File: config.mk
export PLATFORM = sky130hd
export DESIGN_NAME = alu_result_buffer_flat
export DESIGN_NICKNAME = d
export VERILOG_FILES = /design/src/rtl/alu_pkg.sv /design/src/rtl/alu_result_buffer_if.sv /design/src/rtl/alu_rb_fifo.sv /design/src/rtl/alu_result_buffer.sv /design/src/flat_wrapper.sv
export SDC_FILE = /design/constraint.sdc
export NUM_CORES = 1
export LEC_CHECK = 0
export ABC_AREA = 0
export BUFFER_PORTS_ARGS = -buffer_cell sky130_fd_sc_hd__buf_2
export CAP_MARGIN = 20
export CELL_PAD_IN_SITES_DETAIL_PLACEMENT = 0
export CELL_PAD_IN_SITES_GLOBAL_PLACEMENT = 1
export CORE_MARGIN = 2
export CORE_UTILIZATION = 45
export CTS_CLUSTER_DIAMETER = 50
export DETAILED_ROUTE_END_ITERATION = 10
export HOLD_SLACK_MARGIN = 0.12
export PLACE_DENSITY = 0.75
export SYNTH_ARGS = -nofsm -noshare
export SYNTH_HDL_FRONTEND = slang
export SYNTH_SLANG_ARGS = --single-unit
File: constraint.sdc
create_clock -name clk -period 3.1 [get_ports clk]
set_input_delay 0.62 -clock clk [delete_from_list [all_inputs] [get_ports clk]]
set_output_delay 0.62 -clock clk [all_outputs]
set_load 0.03 [all_outputs]
File: src/rtl/alu_pkg.sv
// Shared ALU result-side definitions: field widths, status flag bit positions
// and the packed capture entry.
package alu_pkg;

   localparam int FUNC_W     = 4;
   localparam int FLAG_W     = 4;
   localparam int ALU_DATA_W = 8;

   localparam int FLAG_ZERO  = 0;
   localparam int FLAG_NEG   = 1;
   localparam int FLAG_CARRY = 2;
   localparam int FLAG_OVF   = 3;

   typedef struct packed {
      logic [FUNC_W-1:0]     func;
      logic [ALU_DATA_W-1:0] f;
      logic [ALU_DATA_W-1:0] x;
      logic [FLAG_W-1:0]     flags;
   } alu_entry_t;

endpackage

File: src/rtl/alu_result_buffer_if.sv
// Producer/consumer bundle of the ALU result buffer; the master modport is the
// ALU plus the writeback consumer, the slave modport is the buffer.
interface alu_result_buffer_if #(
   parameter int DEPTH  = 4,
   parameter int DATA_W = 8
) ();
   import alu_pkg::*;

   localparam int CNT_W = $clog2(DEPTH) + 1;

   logic              in_valid;
   logic              in_ready;
   logic [FUNC_W-1:0] function_select;
   logic [DATA_W-1:0] F;
   logic [DATA_W-1:0] X;
   logic              zero;
   logic              neg;
   logic              carry;
   logic              overflow;
   logic              out_valid;
   logic              out_ready;
   logic [FUNC_W-1:0] out_func;
   logic [DATA_W-1:0] out_F;
   logic [DATA_W-1:0] out_X;
   logic [FLAG_W-1:0] out_flags;
   logic [CNT_W-1:0]  count;
   logic              drop_err;
   logic [FLAG_W-1:0] sticky_flags;
   logic              sticky_clr;

   modport master (
      output in_valid, function_select, F, X, zero, neg, carry, overflow,
             out_ready, sticky_clr,
      input  in_ready, out_valid, out_func, out_F, out_X, out_flags, count,
             drop_err, sticky_flags
   );

   modport slave (
      input  in_valid, function_select, F, X, zero, neg, carry, overflow,
             out_ready, sticky_clr,
      output in_ready, out_valid, out_func, out_F, out_X, out_flags, count,
             drop_err, sticky_flags
   );

endinterface

File: src/rtl/alu_rb_fifo.sv
// Generic synchronous FIFO: storage, wrapping pointers and occupancy count.
// Callers must only assert i_push when not full and i_pop when not empty.
module alu_rb_fifo #(
   parameter int DEPTH = 4,
   parameter int WIDTH = 8
) (
   input  logic                       clk,
   input  logic                       rst,
   input  logic                       i_push,
   input  logic                       i_pop,
   input  logic [WIDTH-1:0]           i_data,
   output logic [WIDTH-1:0]           o_data,
   output logic [$clog2(DEPTH):0]     o_count,
   output logic                       o_full,
   output logic                       o_empty
);
   localparam int PW = $clog2(DEPTH);
   localparam int CW = PW + 1;

   logic [WIDTH-1:0] r_mem [DEPTH];
   logic [PW-1:0]    r_wr_ptr;
   logic [PW-1:0]    r_rd_ptr;
   logic [CW-1:0]    r_count;

   // Storage is cleared too so the head outputs read zero out of reset.
   always_ff @(posedge clk) begin
      if (rst) begin
         for (int i = 0; i < DEPTH; i++) r_mem[i] <= '0;
         r_wr_ptr <= '0;
         r_rd_ptr <= '0;
         r_count  <= '0;
      end else begin
         if (i_push) begin
            r_mem[r_wr_ptr] <= i_data;
            r_wr_ptr        <= r_wr_ptr + PW'(1);
         end
         if (i_pop) r_rd_ptr <= r_rd_ptr + PW'(1);
         case ({i_push, i_pop})
            2'b10:   r_count <= r_count + CW'(1);
            2'b01:   r_count <= r_count - CW'(1);
            default: r_count <= r_count;
         endcase
      end
   end

   assign o_data  = r_mem[r_rd_ptr];
   assign o_count = r_count;
   assign o_full  = (r_count == CW'(DEPTH));
   assign o_empty = (r_count == '0);

endmodule

File: src/rtl/alu_result_buffer.sv
// Result-side capture buffer for the 8-bit ALU: flag packing, drop detection and
// optional sticky flag accumulation (ALU_RESULT_BUFFER_STICKY_EN) around a FIFO.
module alu_result_buffer
   import alu_pkg::*;
#(
   parameter int DEPTH  = 4,
   parameter int DATA_W = 8
) (
   input  logic               clk,
   input  logic               rst,
   alu_result_buffer_if.slave bus
);
   localparam int ENTRY_W = FUNC_W + 2*DATA_W + FLAG_W;
   localparam int CNT_W   = $clog2(DEPTH) + 1;

   logic [FLAG_W-1:0]  w_in_flags;
   logic [ENTRY_W-1:0] w_wr_data;
   logic [ENTRY_W-1:0] w_rd_data;
   logic [CNT_W-1:0]   w_count;
   logic               w_full;
   logic               w_empty;
   logic               w_push;
   logic               w_pop;
   logic               r_drop_err;

   always_comb begin
      w_in_flags             = '0;
      w_in_flags[FLAG_ZERO]  = bus.zero;
      w_in_flags[FLAG_NEG]   = bus.neg;
      w_in_flags[FLAG_CARRY] = bus.carry;
      w_in_flags[FLAG_OVF]   = bus.overflow;
   end

   assign w_wr_data = {bus.function_select, bus.F, bus.X, w_in_flags};

   // Full blocks pushes even when a pop happens in the same cycle.
   assign bus.in_ready  = !rst && !w_full;
   assign bus.out_valid = !w_empty;
   assign w_push        = bus.in_valid && bus.in_ready;
   assign w_pop         = bus.out_valid && bus.out_ready;

   alu_rb_fifo #(
      .DEPTH (DEPTH),
      .WIDTH (ENTRY_W)
   ) u_fifo (
      .clk     (clk),
      .rst     (rst),
      .i_push  (w_push),
      .i_pop   (w_pop),
      .i_data  (w_wr_data),
      .o_data  (w_rd_data),
      .o_count (w_count),
      .o_full  (w_full),
      .o_empty (w_empty)
   );

   assign bus.out_func  = w_rd_data[ENTRY_W-1 -: FUNC_W];
   assign bus.out_F     = w_rd_data[2*DATA_W+FLAG_W-1 -: DATA_W];
   assign bus.out_X     = w_rd_data[DATA_W+FLAG_W-1 -: DATA_W];
   assign bus.out_flags = w_rd_data[FLAG_W-1:0];
   assign bus.count     = w_count;

   always_ff @(posedge clk) begin
      if (rst) r_drop_err <= 1'b0;
      else     r_drop_err <= bus.in_valid && !bus.in_ready;
   end

   assign bus.drop_err = r_drop_err;

`ifdef ALU_RESULT_BUFFER_STICKY_EN
   logic [FLAG_W-1:0] r_sticky;

   always_ff @(posedge clk) begin
      if (rst)                 r_sticky <= '0;
      else if (bus.sticky_clr) r_sticky <= w_push ? w_in_flags : '0;
      else if (w_push)         r_sticky <= r_sticky | w_in_flags;
   end

   assign bus.sticky_flags = r_sticky;
`else
   logic w_unused_sticky_clr;
   assign w_unused_sticky_clr = bus.sticky_clr;
   assign bus.sticky_flags    = '0;
`endif

endmodule

File: src/flat_wrapper.sv
// flat-port wrapper written by rule: the top's interface ports become plain ports
module alu_result_buffer_flat import alu_pkg::*;
#(
   parameter int DEPTH  = 4,
   parameter int DATA_W = 8
)
  (clk, rst, bus_in_valid, bus_function_select, bus_F, bus_X, bus_zero, bus_neg, bus_carry, bus_overflow, bus_out_ready, bus_sticky_clr, bus_in_ready, bus_out_valid, bus_out_func, bus_out_F, bus_out_X, bus_out_flags, bus_count, bus_drop_err, bus_sticky_flags);
  alu_result_buffer_if #(.DEPTH(DEPTH), .DATA_W(DATA_W)) bus_i ();
  input  logic clk;
  input  logic rst;
  input wire logic [$bits(bus_i.in_valid)-1:0] bus_in_valid;
  input wire logic [$bits(bus_i.function_select)-1:0] bus_function_select;
  input wire logic [$bits(bus_i.F)-1:0] bus_F;
  input wire logic [$bits(bus_i.X)-1:0] bus_X;
  input wire logic [$bits(bus_i.zero)-1:0] bus_zero;
  input wire logic [$bits(bus_i.neg)-1:0] bus_neg;
  input wire logic [$bits(bus_i.carry)-1:0] bus_carry;
  input wire logic [$bits(bus_i.overflow)-1:0] bus_overflow;
  input wire logic [$bits(bus_i.out_ready)-1:0] bus_out_ready;
  input wire logic [$bits(bus_i.sticky_clr)-1:0] bus_sticky_clr;
  output wire logic [$bits(bus_i.in_ready)-1:0] bus_in_ready;
  output wire logic [$bits(bus_i.out_valid)-1:0] bus_out_valid;
  output wire logic [$bits(bus_i.out_func)-1:0] bus_out_func;
  output wire logic [$bits(bus_i.out_F)-1:0] bus_out_F;
  output wire logic [$bits(bus_i.out_X)-1:0] bus_out_X;
  output wire logic [$bits(bus_i.out_flags)-1:0] bus_out_flags;
  output wire logic [$bits(bus_i.count)-1:0] bus_count;
  output wire logic [$bits(bus_i.drop_err)-1:0] bus_drop_err;
  output wire logic [$bits(bus_i.sticky_flags)-1:0] bus_sticky_flags;
  assign bus_i.in_valid = bus_in_valid;
  assign bus_i.function_select = bus_function_select;
  assign bus_i.F = bus_F;
  assign bus_i.X = bus_X;
  assign bus_i.zero = bus_zero;
  assign bus_i.neg = bus_neg;
  assign bus_i.carry = bus_carry;
  assign bus_i.overflow = bus_overflow;
  assign bus_i.out_ready = bus_out_ready;
  assign bus_i.sticky_clr = bus_sticky_clr;
  assign bus_in_ready = bus_i.in_ready;
  assign bus_out_valid = bus_i.out_valid;
  assign bus_out_func = bus_i.out_func;
  assign bus_out_F = bus_i.out_F;
  assign bus_out_X = bus_i.out_X;
  assign bus_out_flags = bus_i.out_flags;
  assign bus_count = bus_i.count;
  assign bus_drop_err = bus_i.drop_err;
  assign bus_sticky_flags = bus_i.sticky_flags;
  alu_result_buffer #(.DEPTH(DEPTH), .DATA_W(DATA_W)) u_core (.clk(clk), .rst(rst), .bus(bus_i));
endmodule
Word-level counts from Yosys, hierarchy flattened

Memories as Yosys holds them, arrays and structs flattened. A register that Yosys moved wholly into a read port is not among the register bits.
Cells that the tools add are included.

Add/sub/neg operators: 4
Equal/unequal tests: 3
Multiplexer cells: 11
Reduce and logical (&&, ||, !) cells: 11

Operator list:

| cell                                                 | number |
|---|---|
| two-way mux 24 bit                                   | 1 |
| OR reduction 24 bit                                  | 1 |
| two-way mux 1 bit                                    | 6 |
| two-way mux 2 bit                                    | 3 |
| one-hot mux 3 bit (2 select lines)                   | 1 |
| adder 2 x 1 -> 2 bit (second input constant)         | 2 |
| logical AND 1 bit                                    | 4 |
| logical NOT 1 bit                                    | 4 |
| adder 3 x 1 -> 3 bit (second input constant)         | 1 |
| equality test 3 bit (second input constant)          | 1 |
| logical NOT 3 bit                                    | 1 |
| subtractor 3 x 1 -> 3 bit (second input constant)    | 1 |
| equality test 2 x 1 -> 1 bit (second input constant) | 1 |
| equality test 2 bit (second input constant)          | 1 |
| nonzero test 2 bit                                   | 1 |

Register bits after elaboration: 8
Bits in writable memories: 96
Logic and storage cells: 34
Memories kept: 1

Memories:

| memory              | words | width | read ports | clocked after Yosys merged registers in | write ports | RTL line          | RTL |
|---|---|---|---|---|---|---|---|
| u_core.u_fifo.r_mem | 4     | 24    | 1          | 1                                       | 4           | alu_rb_fifo.sv:20 | `logic [WIDTH-1:0] r_mem [DEPTH];` |

Logic depth before layout (Yosys ltp)

Word-level depth: 9
Gate-level depth with buffers: 10
Depth with buffers taken out: 9

By module

A second synthesis with hierarchy kept.

Cells, all modules: 290
Area total of the unflattened synthesis: 4670.7 um^2

By module, submodules not included:

| module            | times used | cells each | area each (um^2) |
|---|---|---|---|
| alu_rb_fifo       | 1          | 279        | 4586.9 |
| alu_result_buffer | 1          | 11         | 83.8 |

Least setup slack after synthesis

OpenSTA, ideal clock, no wires.

Kind: reg-to-reg
Start point: register u_core.u_fifo.r_count[2] (netlist: u_core.u_fifo.o_count[2])
End point: register u_core.u_fifo.r_count[2] (netlist: u_core.u_fifo.o_count[2])
Library setup time: 0.070 ns
Arrival time: 2.499 ns
Required time: 3.030 ns
Path slack: 0.531 ns
Cell stages (with the launch flop): 11
Buffers on the path: 1
Path through: dfxtp_1 nor3b_4 nor2_4 buf_6 inv_1 ha_1 inv_1 fa_1 xor2_1 or3_1 a21oi_1

Word-level cells in the longest chain between the ends: 6

Ends and longest elaborated chain:

| element                                                                         | RTL line                | RTL |
|---|---|---|
| start: declaration                                                              | alu_rb_fifo.sv:23       | `logic [CW-1:0] r_count;` |
| start signal: assignment                                                        | alu_rb_fifo.sv:39       | `2'b10: r_count <= r_count + CW'(1);` |
| start signal: assignment                                                        | alu_rb_fifo.sv:40       | `2'b01: r_count <= r_count - CW'(1);` |
| start signal: assignment                                                        | alu_rb_fifo.sv:41       | `default: r_count <= r_count;` |
| equality test 3 bit                                                             | alu_rb_fifo.sv:48       | `assign o_full = (r_count == CW'(DEPTH));` |
| logical NOT 1 bit                                                               | alu_result_buffer.sv:37 | `assign bus.in_ready = !rst && !w_full;` |
| logical AND 1 bit                                                               | alu_result_buffer.sv:37 |  |
| logical AND 1 bit                                                               | alu_result_buffer.sv:39 | `assign w_push = bus.in_valid && bus.in_ready;` |
| equality test 2 x 1 -> 1 bit / equality test 2 bit (equally long branches)      | alu_rb_fifo.sv:38       | `case ({i_push, i_pop})` |
| one-hot mux 3 bit (2 select lines) / nonzero test 2 bit (equally long branches) | n/a                     |  |

Several ways; a longest one is shown, not always the timed one.
A chain may end at the register's enable or synchronous reset.

==> results_tabular.tex <==
\begin{tabular}{lr}
\hline
Metric & Value \\
\hline
\multicolumn{2}{l}{\textbf{Critical path}} \\
\quad Worst setup path class & reg -> out \\
\quad Startpoint of the lowest-slack register-to-register path & u\_core.u\_fifo.o\_count[2] \\
\quad Endpoint class of the critical path & primary output \\
\quad Startpoint kind of the worst setup timing path & flop \\
\quad Required time at the endpoint of the critical path & 2480 ps \\
\quad Worst Reg-to-Reg Cells & 9 \\
\quad End point of the critical path & bus\_out\_F[1] \\
\quad Setup slack of the most critical reg-to-reg path & 750 ps \\
\quad Arrival time at the worst endpoint & 1960 ps \\
\quad Crit Path Max Fanout & 10 \\
\quad Capture instance of the worst register-to-register path & u\_core.u\_fifo.o\_count[2] \\
\multicolumn{2}{l}{\textbf{Run}} \\
\quad Max\_cap viols & 0 \\
\multicolumn{2}{l}{\textbf{Power}} \\
\quad IR Drop Worst-Case VDD & 0.000555 V \\
\quad PnR Total Power & 3.64 mW \\
\quad Standby leakage power & 1.97 nW \\
\quad Power density over the cells & 692 mW/mm\^{}2 \\
\multicolumn{2}{l}{\textbf{Global route}} \\
\quad Largest net degree at the start of global routing & 27 \\
\quad Global-route usage over all layers & 16.2\% \\
\quad Wire length of the first global-routing pass & 13500 um \\
\quad Total congestion overflow after global routing & 0 \\
\quad Antenna violations before repair & 0 \\
\quad Number of global-route vias before repair & 2559 \\
\multicolumn{2}{l}{\textbf{Layout}} \\
\quad Total Nets Final & 378 \\
\quad Signed area change from the synthesized netlist to the final layout & 11.2\% \\
\quad Utilization after layout & 51.1\% \\
\quad Count of inserted antenna diode cells & 0 \\
\quad Ratio of cells with drive above 1 in the final layout & 33.6\% \\
\quad Filler Cells Inserted & 894 \\
\multicolumn{2}{l}{\textbf{Yosys}} \\
\quad Top post-synthesis cells by area & sky130\_fd\_sc\_hd\_\_edfxtp\_1, sky130\_fd\_sc\_hd\_\_and2\_1, sky130\_fd\_sc\_hd\_\_mux4\_2, sky130\_fd\_sc\_hd\_\_dfxtp\_1, sky130\_fd\_sc\_hd\_\_buf\_6 \\
\quad Commonest cells in the netlist & sky130\_fd\_sc\_hd\_\_edfxtp\_1, sky130\_fd\_sc\_hd\_\_and2\_1, sky130\_fd\_sc\_hd\_\_mux4\_2 \\
\quad Number of synthesized flops with an enable pin & 96 \\
\quad Distinct cell type count after synthesis & 35 \\
\quad Fraction of post-synthesis cell area in the top cell type by area & 61.0\% \\
\quad Number of flip-flops and latches in the synthesized netlist & 106 \\
\quad Cells after synthesis & 287 \\
\quad Synth Warn \# & 0 \\
\quad Sequential element share of the synthesized area & 65.3\% \\
\quad Average cell area after synthesis & 16.5 sq um \\
\quad Async set or reset register ratio after synthesis & 0\% \\
\quad Most common flop cell mapped by yosys & sky130\_fd\_sc\_hd\_\_edfxtp\_1 \\
\quad Most frequent cell after synthesis & sky130\_fd\_sc\_hd\_\_edfxtp\_1 \\
\quad Cell taking the most area after synthesis & sky130\_fd\_sc\_hd\_\_edfxtp\_1 \\
\quad Post-synthesis cell area & 0.00472 sq mm \\
\multicolumn{2}{l}{\textbf{Placed design}} \\
\quad Placer's final routability congestion estimate & 0.674 \\
\quad HPWL reported at the end of detailed placement & 5040 um \\
\quad Count of buffers from port buffering & 57 \\
\multicolumn{2}{l}{\textbf{Hold path}} \\
\quad Worst hold path class & reg -> reg \\
\multicolumn{2}{l}{\textbf{Clock tree}} \\
\quad Clock tree from TritonCTS & yes \\
\quad Clock slew at reported path FFs & 90 ps \\
\quad Library cell used as clock root buffer & sky130\_fd\_sc\_hd\_\_clkbuf\_8 \\
\quad Number of sinks on the clock net & 106 \\
\quad H-tree levels & 3 \\
\quad Clock tree buffer depth & 2 \\
\quad PostCTS Resize Cnt & 0 \\
\quad Post-CTS Repair Setup Buffers & 0 \\
\quad Clock latency reported for the late side of the worst-skew pair & 370 ps \\
\quad Hold buffer count at cts & 0 \\
\quad TritonCTS Buffers & 9 \\
\multicolumn{2}{l}{\textbf{Drt}} \\
\quad Number of vias after detailed routing & 2417 \\
\quad Routed length per instance & 17.7 um \\
\quad Detail-routed via count per cell & 4.96 \\
\quad Post-route DRC violation count & 0 \\
\quad Final antenna-violating net count & 0 \\
\quad Drt first-iter violations & 86 \\
\quad Total wire length & 8620 um \\
\quad Number of iterations in the first detailed-routing pass & 4 \\
\multicolumn{2}{l}{\textbf{Die}} \\
\quad I/O Pins & 63 \\
\quad Die height & 106 um \\
\quad Die width & 106 um \\
\quad Die Footprint & 0.0113 sq mm \\
\quad Initial core utilization & 45.9\% \\
\quad Area of the core & 0.0103 sq mm \\
\quad Number of standard-cell rows in the floorplan & 37 \\
\multicolumn{2}{l}{\textbf{Timing}} \\
\quad Slew HR & 52.9\% \\
\quad Shortest clock period the worst path allows after layout & 2580 ps \\
\quad Unrepaired setup endpoints after global routing & no \\
\quad Final cycle utilization of the critical path & 83.1\% \\
\quad Max Clock Skew & 8.77 ps \\
\quad Number of max-slew violations in the final report & 0 \\
\quad Top achievable clock speed & 0.388 GHz \\
\quad Fin Setup TNS & 0 ps \\
\quad Fin. Hold Viols & 0 \\
\quad Final Setup Violations & 0 \\
\quad Worst Max-Slew Pin Slew & 707 ps \\
\multicolumn{2}{l}{\textbf{Status}} \\
\quad Result of the run & completed \\
\hline
\end{tabular}
[power breakdown]
| part | leakage (nW) | switching [mW] | internal (mW) |
|---|---|---|---|
| logic | 0.821 | 0.641 | 0.442 |
| registers | 1.08 | 0.104 | 1.72 |
| clock network | 0.0743 | 0.446 | 0.282 |
| total | 1.97 | 1.19 | 2.44 |
[state kept, by name (all words and copies together) (netlist names), named ones only]
signal and flops:
u_core.u_fifo.r_mem 96, u_core.u_fifo.r_wr_ptr 2, u_core.u_fifo.r_rd_ptr 2, u_core.u_fifo.o_count 3, u_core.bus.drop_err 1
[kinds of logic after synthesis]
family	Yosys count	share of synthesized area (%)
adders and majority gates	2	0.689
xor gates and xnor gates	4	0.742
other	1	0.0794
buffers and inverters	24	3.58
muxes	25	11.7
AOI/OAI and AO/OA	7	1.09
DFF	106	65.3
and+or+nand+nor	118	16.9
[worst max-delay path, stage by stage, from the launching register on]
cell and delay, ps:
sky130_fd_sc_hd__dfxtp_2 550, sky130_fd_sc_hd__buf_4 300, sky130_fd_sc_hd__mux4_2 540, sky130_fd_sc_hd__buf_2 200
[layout by cell type, fill, tap and decap left out, types with 2 or more instances in the layout]
cell / netlist / layout
sky130_fd_sc_hd__a21oi_1: 2 / 2
sky130_fd_sc_hd__and2_1: 92 / 92
sky130_fd_sc_hd__and2_2: 4 / 4
sky130_fd_sc_hd__buf_2: 3 / 57
sky130_fd_sc_hd__buf_4: 4 / 8
sky130_fd_sc_hd__clkbuf_1: 3 / 2
sky130_fd_sc_hd__clkbuf_8: 0 / 9
sky130_fd_sc_hd__clkinv_1: 0 / 2
sky130_fd_sc_hd__conb_1: 1 / 4
sky130_fd_sc_hd__dfxtp_1: 10 / 9
sky130_fd_sc_hd__edfxtp_1: 96 / 96
sky130_fd_sc_hd__inv_1: 5 / 5
sky130_fd_sc_hd__mux4_2: 24 / 24
sky130_fd_sc_hd__nor2_1: 8 / 8
sky130_fd_sc_hd__nor4_4: 2 / 2
sky130_fd_sc_hd__or2_2: 3 / 3
sky130_fd_sc_hd__xor2_1: 3 / 3
[worst min-delay path by stage]
stage                              start                        end  slack [ps]  cells after the start
6_report       u_core.u_fifo.r_rd_ptr[1]                       flop         540                      2
4_1_cts        u_core.u_fifo.r_rd_ptr[1]                       flop         540                      2
5_1_grt                         bus_X[0]  u_core.u_fifo.r_mem[2][4]         560                      2
2_1_floorplan  u_core.u_fifo.r_rd_ptr[1]                       flop         480                      2
3_5_place_dp   u_core.u_fifo.r_rd_ptr[1]                       flop         520                      2
3_3_place_gp   u_core.u_fifo.r_rd_ptr[1]  u_core.u_fifo.r_rd_ptr[1]         500                      2
[metal layers]
| layer | part of all wire [%] | GRT usage [%] |
|---|---|---|
| met5 | 0 | 0 |
| met4 | 1.5 | 7.24 |
| met3 | 3.8 | 2.82 |
| met2 | 52 | 28.0 |
| met1 | 42 | 20.1 |
[metrics by stage]
stage                     worst slack, ps  hold slack [ps]  std cells  cell area (sq um)
after detailed placement              598              516        472               5100
after global routing                  381              559        487               5250
after floorplan                       531              485        290               4730
after global placement                639              500        472               5100
after CTS                             456              543        487               5250
final                                 523              537        487               5250
[area by class of cell]
type                    instances  area, sq um  share of cell area, %
flip-flops and latches        106         3080                   58.7
multi-input cells             160         1480                   28.2
repair buffers                 65          345                   6.58
well taps                     136          170                   3.24
clock buffers                  11          131                   2.50
clock inverters                 4         20.0                  0.381
inverters                       5         18.8                  0.357
(Power assumes the default switching activity.)
